### config.mk
export PLATFORM = sky130hd
export DESIGN_NAME = bw_mult_rr_arbiter
export DESIGN_NICKNAME = d
export VERILOG_FILES = /design/src/rtl/bw_mult_rr_arbiter.sv
export SDC_FILE = /design/constraint.sdc
export NUM_CORES = 1
export LEC_CHECK = 0
export ABC_AREA = 1
export CORE_MARGIN = 2
export CORE_UTILIZATION = 45
export CTS_BUF_LIST = sky130_fd_sc_hd__clkbuf_16
export DETAILED_ROUTE_END_ITERATION = 10
export GPL_TIMING_DRIVEN = 0
export PLACE_DENSITY = 0.72
export SLEW_MARGIN = 20
export SYNTH_ARGS = -nofsm -noshare
export SYNTH_HDL_FRONTEND = slang
export SYNTH_SLANG_ARGS = --single-unit
### constraint.sdc
create_clock -name clk -period 3.35 [get_ports clk]
set_input_delay 0.335 -clock clk [delete_from_list [all_inputs] [get_ports clk]]
set_output_delay 0.335 -clock clk [all_outputs]
set_load 0.05 [all_outputs]
### src/rtl/bw_mult_rr_arbiter.sv
// Round-robin front end sharing one 4x4 signed Baugh-Wooley multiplier.
// Stage 1 captures the winner's operands; stage 2 holds the product and owner ID.
module bw_mult_rr_arbiter #(
  parameter int N_REQ = 4,
  parameter int ID_W  = 2
) (
  input  logic               clk,
  input  logic               rst,
  input  logic [N_REQ-1:0]   req,
  input  logic [4*N_REQ-1:0] A_bus,
  input  logic [4*N_REQ-1:0] B_bus,
  output logic [N_REQ-1:0]   gnt,
  output logic [7:0]         AB,
  output logic               AB_valid,
  output logic [ID_W-1:0]    AB_id,
  input  logic               out_ready
);

  generate
    if (N_REQ < 2 || N_REQ > 8 || N_REQ > (1 << ID_W)) begin : g_bad_cfg
      $error("bw_mult_rr_arbiter: illegal N_REQ/ID_W");
    end
  endgenerate

  logic            s1_valid;
  logic [3:0]      s1_a;
  logic [3:0]      s1_b;
  logic [ID_W-1:0] s1_id;
  logic [ID_W-1:0] ptr;
  logic [ID_W-1:0] ptr_nxt;
  logic [ID_W-1:0] win;
  logic [N_REQ-1:0] rot;
  logic            found;
  logic            granted;
  logic            adv2;
  logic            accept;
  logic [3:0]      sel_a;
  logic [3:0]      sel_b;
  logic [7:0]      prod;
  logic            pp;

  assign adv2   = s1_valid & (~AB_valid | out_ready);
  assign accept = ~s1_valid | adv2;

  // Rotate so bit 0 is the requester at ptr; first set bit wins.
  always_comb begin
    rot   = N_REQ'({req, req} >> ptr);
    found = 1'b0;
    win   = '0;
    for (int k = 0; k < N_REQ; k++) begin
      if (!found && rot[k]) begin
        found = 1'b1;
        win   = ID_W'((int'(ptr) + k) % N_REQ);
      end
    end
  end

  always_comb begin
    gnt   = '0;
    sel_a = '0;
    sel_b = '0;
    for (int i = 0; i < N_REQ; i++) begin
      if (ID_W'(i) == win) begin
        gnt[i] = found & accept & ~rst;
        sel_a  = A_bus[4*i +: 4];
        sel_b  = B_bus[4*i +: 4];
      end
    end
  end

  assign granted = |gnt;
  assign ptr_nxt = (win == ID_W'(N_REQ - 1)) ? '0 : win + ID_W'(1);

  // Baugh-Wooley: invert mixed-sign partial products, add 2^4 + 2^7.
  always_comb begin
    prod = 8'h90;
    pp   = 1'b0;
    for (int i = 0; i < 4; i++) begin
      for (int j = 0; j < 4; j++) begin
        pp = s1_a[i] & s1_b[j];
        if ((i == 3) != (j == 3)) pp = ~pp;
        prod = prod + (8'(pp) << (i + j));
      end
    end
  end

  always_ff @(posedge clk or posedge rst) begin
    if (rst) begin
      s1_valid <= 1'b0;
      s1_a     <= '0;
      s1_b     <= '0;
      s1_id    <= '0;
      ptr      <= '0;
    end else if (granted) begin
      s1_valid <= 1'b1;
      s1_a     <= sel_a;
      s1_b     <= sel_b;
      s1_id    <= win;
      ptr      <= ptr_nxt;
    end else if (adv2) begin
      s1_valid <= 1'b0;
    end
  end

  always_ff @(posedge clk or posedge rst) begin
    if (rst) begin
      AB       <= '0;
      AB_valid <= 1'b0;
      AB_id    <= '0;
    end else if (adv2) begin
      AB       <= prod;
      AB_valid <= 1'b1;
      AB_id    <= s1_id;
    end else if (AB_valid & out_ready & ~s1_valid) begin
      AB_valid <= 1'b0;
    end
  end

endmodule

# After elaboration in Yosys (flattened, before gate mapping)
# Index checks and enable logic that the tools add are counted.
# Widths: inputs -> output; s select.
[word_totals] latch_bits=0 mem_bits_rw=0 mem_bits_ro=0 in_bits=39 mem_count=0 reg_bits=24
[classes] n_mux=25 n_mul=0 shift=1 n_addsub=20 n_eq_ne=4 reduce_logical=10 magnitude_cmp=0 bitwise_logic=32 n_div=0
[op_table] op="$add 8x4->8" count=4
[op_table] op="$mux 4" count=8
[op_table] op="$add 8x3->8" count=3
[op_table] op="$add 8x5->8" count=3
[op_table] op="$and 1x1->1" count=21
[op_table] op="$add 8x2->8" count=2
[op_table] op="$add 8x6->8" count=2
[op_table] op="$mux 1" count=12
[op_table] op="$mux 2" count=5
[op_table] op="$not 1->1" count=9
[op_table] op="$add 8x1->8 const A" count=1
[op_table] op="$add 8x7->8" count=1
[op_table] op="$shr 8x2->4" count=1
[op_table] op="$add 2x1->2 const B" count=2
[op_table] op="$add 2x2->2 const B" count=2
[op_table] op="$eq 2x2->1 const A" count=2
[op_table] op="$reduce_bool 2->1" count=2
[op_table] op="$reduce_or 4->1" count=1
[op_table] op="$logic_and 1x1->1" count=3
[op_table] op="$logic_not 1->1" count=3
[op_table] op="$eq 1x2->1 const A" count=1
[op_table] op="$eq 2x2->1 const B" count=1
[op_table] op="$logic_not 2->1" count=1
[op_table] op="$or 1x1->1" count=2

# Logic depth before layout (Yosys ltp)
[depth] ltp_word=17 mapped_depth=21

# Worst setup path before layout
# OpenSTA, ideal clock, no wires.
[synth_path] path_kind="register -> output" startpoint="register ptr[0]" endpoint="output port gnt[3]" t_arrival_ns=2.617 n_path_buf=3 setup_slack_ns=0.398 required_ns=3.015 stages_incl_launch_ff=15 cell_sequence="dfrtp_1 -> buf_6 -> inv_6 -> nand2_1 -> nand3_1 -> nand2_2 -> a21oi_1 -> or2_1 -> nand2_1 -> inv_1 -> ha_1 -> clkbuf_1 -> clkbuf_1 -> inv_1 -> nor2_1"
[synth_via] word_cells_on_any_way=22
[synth_lines] item="start: declaration" line_no="29" text="logic [ID_W-1:0] ptr;"
[synth_lines] item="start signal: assignment" line_no="99" text="ptr <= ptr_nxt;"
[synth_lines] item="$shr 8x2->4" line_no="47" text="rot = N_REQ'({req, req} >> ptr);"
[synth_lines] item="$mux 1" line_no="51" text="if (!found && rot[k]) begin"
[synth_lines] item="$logic_not 1->1" line_no="51"
[synth_lines] item="$logic_and 1x1->1" line_no="51"
[synth_lines] item="$mux 1" line_no="51"
[synth_lines] item="$logic_not 1->1" line_no="51"
[synth_lines] item="$logic_and 1x1->1" line_no="51"
[synth_lines] item="$mux 1" line_no="51"
[synth_lines] item="$logic_not 1->1" line_no="51"
[synth_lines] item="$logic_and 1x1->1" line_no="51"
[synth_lines] item="$mux 2 (*)" line_no="51"
[synth_lines] item="via win[0]" line_no="31" text="logic [ID_W-1:0] win;"
[synth_lines] item="$eq 2x2->1 (*)" line_no="63" text="if (ID_W'(i) == win) begin"
[synth_lines] item="$mux 1 (*)" line_no="63"
[synth_lines] item="end: declaration" line_no="12" text="output logic [N_REQ-1:0] gnt,"
# The timed path passes the listed nets; every way through them passes the cells marked *.

# Worst setup path after layout
[layout_path] startpoint="input port req[3]" endpoint="output port gnt[2]"
[layout_via] word_cells_on_any_way=19
[layout_lines] item="start: declaration" line_no="9" text="input logic [N_REQ-1:0] req,"
[layout_lines] item="$shr 8x2->4 (*)" line_no="47"
[layout_lines] item="$mux 1" line_no="51"
[layout_lines] item="$logic_not 1->1" line_no="51"
[layout_lines] item="$logic_and 1x1->1" line_no="51"
[layout_lines] item="$mux 1" line_no="51"
[layout_lines] item="$logic_not 1->1" line_no="51"
[layout_lines] item="$logic_and 1x1->1" line_no="51"
[layout_lines] item="$mux 1" line_no="51"
[layout_lines] item="$logic_not 1->1" line_no="51"
[layout_lines] item="$logic_and 1x1->1" line_no="51"
[layout_lines] item="$mux 2 (*)" line_no="51"
[layout_lines] item="via win[1]" line_no="31"
[layout_lines] item="$eq 2x2->1 (*)" line_no="63"
[layout_lines] item="$mux 1 (*)" line_no="63"
# Marked as above.

==> results.md <==
- The flow ran to the end, and the final reports show no timing, DRC or antenna violations.
- The final weighted congestion of routability-driven global placement is 0.762.
- Yosys mapped the design onto 29 distinct sky130hd cell types.
- In the final routed layout, each cell accounts on average for 10.9 um.
- In the synthesized netlist, the cells that appear most often are 96 x sky130_fd_sc_hd__nand2_1, 31 x sky130_fd_sc_hd__nand3_1, 29 x sky130_fd_sc_hd__inv_1.
- CTS built an H-tree with a depth of 1.
- The via count of the first global-routing pass was 1,800.
- The worst setup path is of the primary input to primary output kind.
- The most numerous cell type found on the critical path is sky130_fd_sc_hd__nand2_1.
- The tree built by TritonCTS fans out to 24 sinks.
- The residual antenna-violating net count after detailed routing is 0.
- Clock skew on the completed layout was measured at 2.09 ps.
- The initial standard-cell utilization of the core is 47.6%.
- The critical path required time is 3010 ps.
- After layout, the worst setup slack is 210 ps.
- By area the synthesized netlist is led by sky130_fd_sc_hd__dfrtp_1 31%, sky130_fd_sc_hd__nand2_1 19%, sky130_fd_sc_hd__ha_1 9.1%.
- After legalization and detailed placement, the total HPWL measured 3290 um.
- TritonCTS built the clock tree.
- The number of endpoints failing setup at the final stage is 0.
- In this run the count of I/O pins placed on the die edge is 54.
- The die covers 4830 um^2.
- After detailed routing, the total wire length is 4100 um.
- In the post-synthesis netlist, the cell with the most instances is sky130_fd_sc_hd__nand2_1.
- STA classifies the critical path endpoint as a primary output.
- The worst setup slack before clock tree synthesis is -488 ps.
- The fmax is 318 MHz.
- The number of buffers added by the clock tree synthesis step is 3.
- The longest individual stage delay on the worst path is 450 ps.
- The highest net fanout along the worst path is 10.
- At the end of the flow the core is filled with cells to 64.0%.
- The final-stage net count is 384.
- Registers take 601 um^2.
- Summing all multi-input logic gate instances after layout gives 1140 um^2.
- The initial antenna violation count is 0.
- The largest delay contributor family on the critical path is buffers and inverters.
- Entering global routing, the biggest net connects 26 pins.
- The main combinational cell family by area after synthesis is simple AND/OR/NAND/NOR gates.
- Across the run, the number of max-cap violations was 0.
- The area of the core region is 4060 um^2.
- The clock slew seen by the registers of the worst setup and hold paths is 60 ps.
- The total overflow reported by the global router is 0.
- The normalized max-slew margin is 39.4%.
- The worst setup path is launched from a primary input.
- The overall die height is 69.5 um.
- For this run, the leading register cell type out of synthesis is sky130_fd_sc_hd__dfrtp_1.
- The clock passes through at most 2 buffers.
- Multiplexer cells account for 0% of the synthesized area.
- The number of antenna diodes in the final layout is 0.
- The fraction of synthesized cell area taken by the top area cell type is 31.1%.
- The fraction of the mapped netlist area in adder cells is 14.3%.
- The detailed-route vias per instance is 4.91.
- The arrival time at the worst endpoint is 2810 ps.
- For the finished layout, the period the worst path requires is 3140 ps.
- After filler insertion, the fill cell instance count of the layout stands at 371.
- Dividing the synthesized area by the synthesized cell count gives 7.18 um^2.
- The initialized floorplan defines 23 standard-cell rows.
- The synthesized netlist devotes 10.8% of its cell area to compound gates.
- The detailed router finished its first iteration with 67 violations.
- The number of buffers and inverters on the critical path is 5.
- From synthesis to final layout, the design area changed by 34.5%.
- The root buffer cell is sky130_fd_sc_hd__clkbuf_16.
- In the finished design, the share of the clock period the worst path needs comes to 93.7%.
- The post-synthesis share of cell area spent on and, or, nand and nor gates is 32.1%.
- In the routed design, unresolved DRC markers number 0.
- The class of the tightest hold or removal check is flop to flop.
- The global routing usage summed across all routing layers is 18.3%.
- For the worst-skew pair, the clock arrives at the later sink with an insertion delay of 250 ps.
- The synthesized design contains 24 register bits.
- Yosys mapped a number of flops with a built-in enable equal to 0.
- Of the total synthesized cell area, the portion taken by XOR and XNOR cells is 1.81%.
- Traced cell by cell, the critical path runs through clkdlybuf4s50_1, inv_1, nand2_1, nand3_1, nand2_2, inv_2, nand3_1, nand2_1, o22ai_1, nand2_1, ha_1, inv_1, nor2_1, clkdlybuf4s15_2.
- The cell type with the highest aggregate area in the netlist is sky130_fd_sc_hd__dfrtp_1.
- In this run the tool buffered the top-level ports with 53 buffer cells.
- For the pin with the worst max-slew slack, the measured transition is 907 ps.
- Among all stages on the critical path, the largest delay is contributed by sky130_fd_sc_hd__clkdlybuf4s50_1.
- The number of search-and-repair iterations in the first detailed-routing pass is 4.
- The floorplan step set the die width to 69.5 um.
- Once layout is complete, the cells apart from fillers number 375.
- The number of placed instances with taps included is 372.
- Setup repair after global routing could not meet its margin everywhere.
- For this run, the register share of the synthesized area comes to 31.1%.
- The post-route netlist has 9.54% of its cells at a drive strength greater than 1.
- The post-synthesis cell count is 269.
- The total count of hold-check failures in the final report is 0.
- The count of warnings emitted by yosys is 0.
- The number of slew-limit violations in the final report came to 0.
- After synthesis, the share of flip-flops with an asynchronous set or reset is 100%.
- After synthesis the cells add up to 1930 um^2.
- The first global-routing pass estimated 7500 um of wire.
- Hold timing on the final database bottoms out at a slack of 477 ps.
- Synthesis produced a netlist with a net count of 327.
- The routed layout has 1,843 vias.
==> worst min-delay path: cells and delay by family, from the launching register on <==
kind,cells,cell delay (ps)
AND/OR/NAND/NOR,2,100
flip-flops,1,340
==> cells by family (layout without fill, tap and decap cells) <==
logic type,count (synthesis),in the layout
adders and majority gates,19,19
AOI/OAI and AO/OA,37,37
xor gates and xnor gates,4,4
DFF,24,24
and+or+nand+nor,142,142
buffers and inverters,43,99
==> layout make-up <==
| type | count | area share, % |
|---|---|---|
| inverters | 33 | 5.11 |
| plain buffers | 8 | 2.17 |
| multi-input cells | 202 | 44.0 |
| clock buffers | 3 | 2.89 |
| repair buffers | 54 | 20.2 |
| flip-flops and latches | 24 | 23.1 |
| clock inverters | 1 | 0.145 |
| well taps | 50 | 2.41 |
==> through the flow <==
stage | area (um^2) | setup TNS (ps)
final | 2600 | 0
after global routing | 2600 | -35.3
after detailed placement | 2520 | -1180
after floorplan | 1930 | 0
after global placement | 2520 | -1180
after CTS | 2610 | 0
==> layer usage <==
metal | up-vias | GRT usage (%) | wire length, um
met5 | - | 0 | 0
li1 | 975 | - | -
met2 | 54 | 31.7 | 1850
met4 | 0 | 4.14 | 36
met3 | 4 | 3.63 | 247
met1 | 810 | 23.4 | 1960
==> sequential cells by signal (all words and copies together) (netlist names) <==
name,flops
AB_id,2
s1_a,4
AB_valid,1
AB,8
s1_id,2
s1_b,4
ptr,2
s1_valid,1
==> path summary, 6_finish.rpt <==
path	cells after the start	slack, ps	from	endpoint
hold / removal	2	480	AB[4]	AB[4]
setup / recovery	14	210	req[3]	gnt[2]
setup reg to reg	11	530	s1_a[3]	AB[7]
min in group asynchronous	2	580	rst	AB_id[0]
max in group asynchronous	2	2220	rst	s1_a[2]
hold reg to reg	2	480	AB[4]	AB[4]
==> cells in the final DEF (no fill, tap or decap), types with 2 or more instances in the layout <==
| master | count |
|---|---|
| sky130_fd_sc_hd__nand2_2 | 5 |
| sky130_fd_sc_hd__clkbuf_16 | 3 |
| sky130_fd_sc_hd__o211ai_2 | 2 |
| sky130_fd_sc_hd__clkdlybuf4s50_1 | 49 |
| sky130_fd_sc_hd__xnor2_1 | 3 |
| sky130_fd_sc_hd__nand2_1 | 96 |
| sky130_fd_sc_hd__dfrtp_1 | 24 |
| sky130_fd_sc_hd__inv_2 | 2 |
| sky130_fd_sc_hd__inv_1 | 29 |
| sky130_fd_sc_hd__nand3_1 | 31 |
| sky130_fd_sc_hd__o21ai_0 | 19 |
| sky130_fd_sc_hd__buf_2 | 4 |
| sky130_fd_sc_hd__clkbuf_2 | 2 |
| sky130_fd_sc_hd__nor2_1 | 5 |
| sky130_fd_sc_hd__nand2_4 | 2 |
| sky130_fd_sc_hd__fa_1 | 5 |
| sky130_fd_sc_hd__ha_1 | 13 |
| sky130_fd_sc_hd__buf_6 | 2 |
| sky130_fd_sc_hd__o21ai_1 | 2 |
| sky130_fd_sc_hd__a21oi_1 | 11 |
| sky130_fd_sc_hd__buf_4 | 2 |
==> what timing repair did <==
item,4_1_cts,5_1_grt
hold buffers,0,0
gates resized for setup,11,8
buffers inserted,0,1
endpoints found under the setup margin,4,4
Power is not shown: default switching activity piles up to over one toggle a cycle in this logic, so the estimate is an artifact.
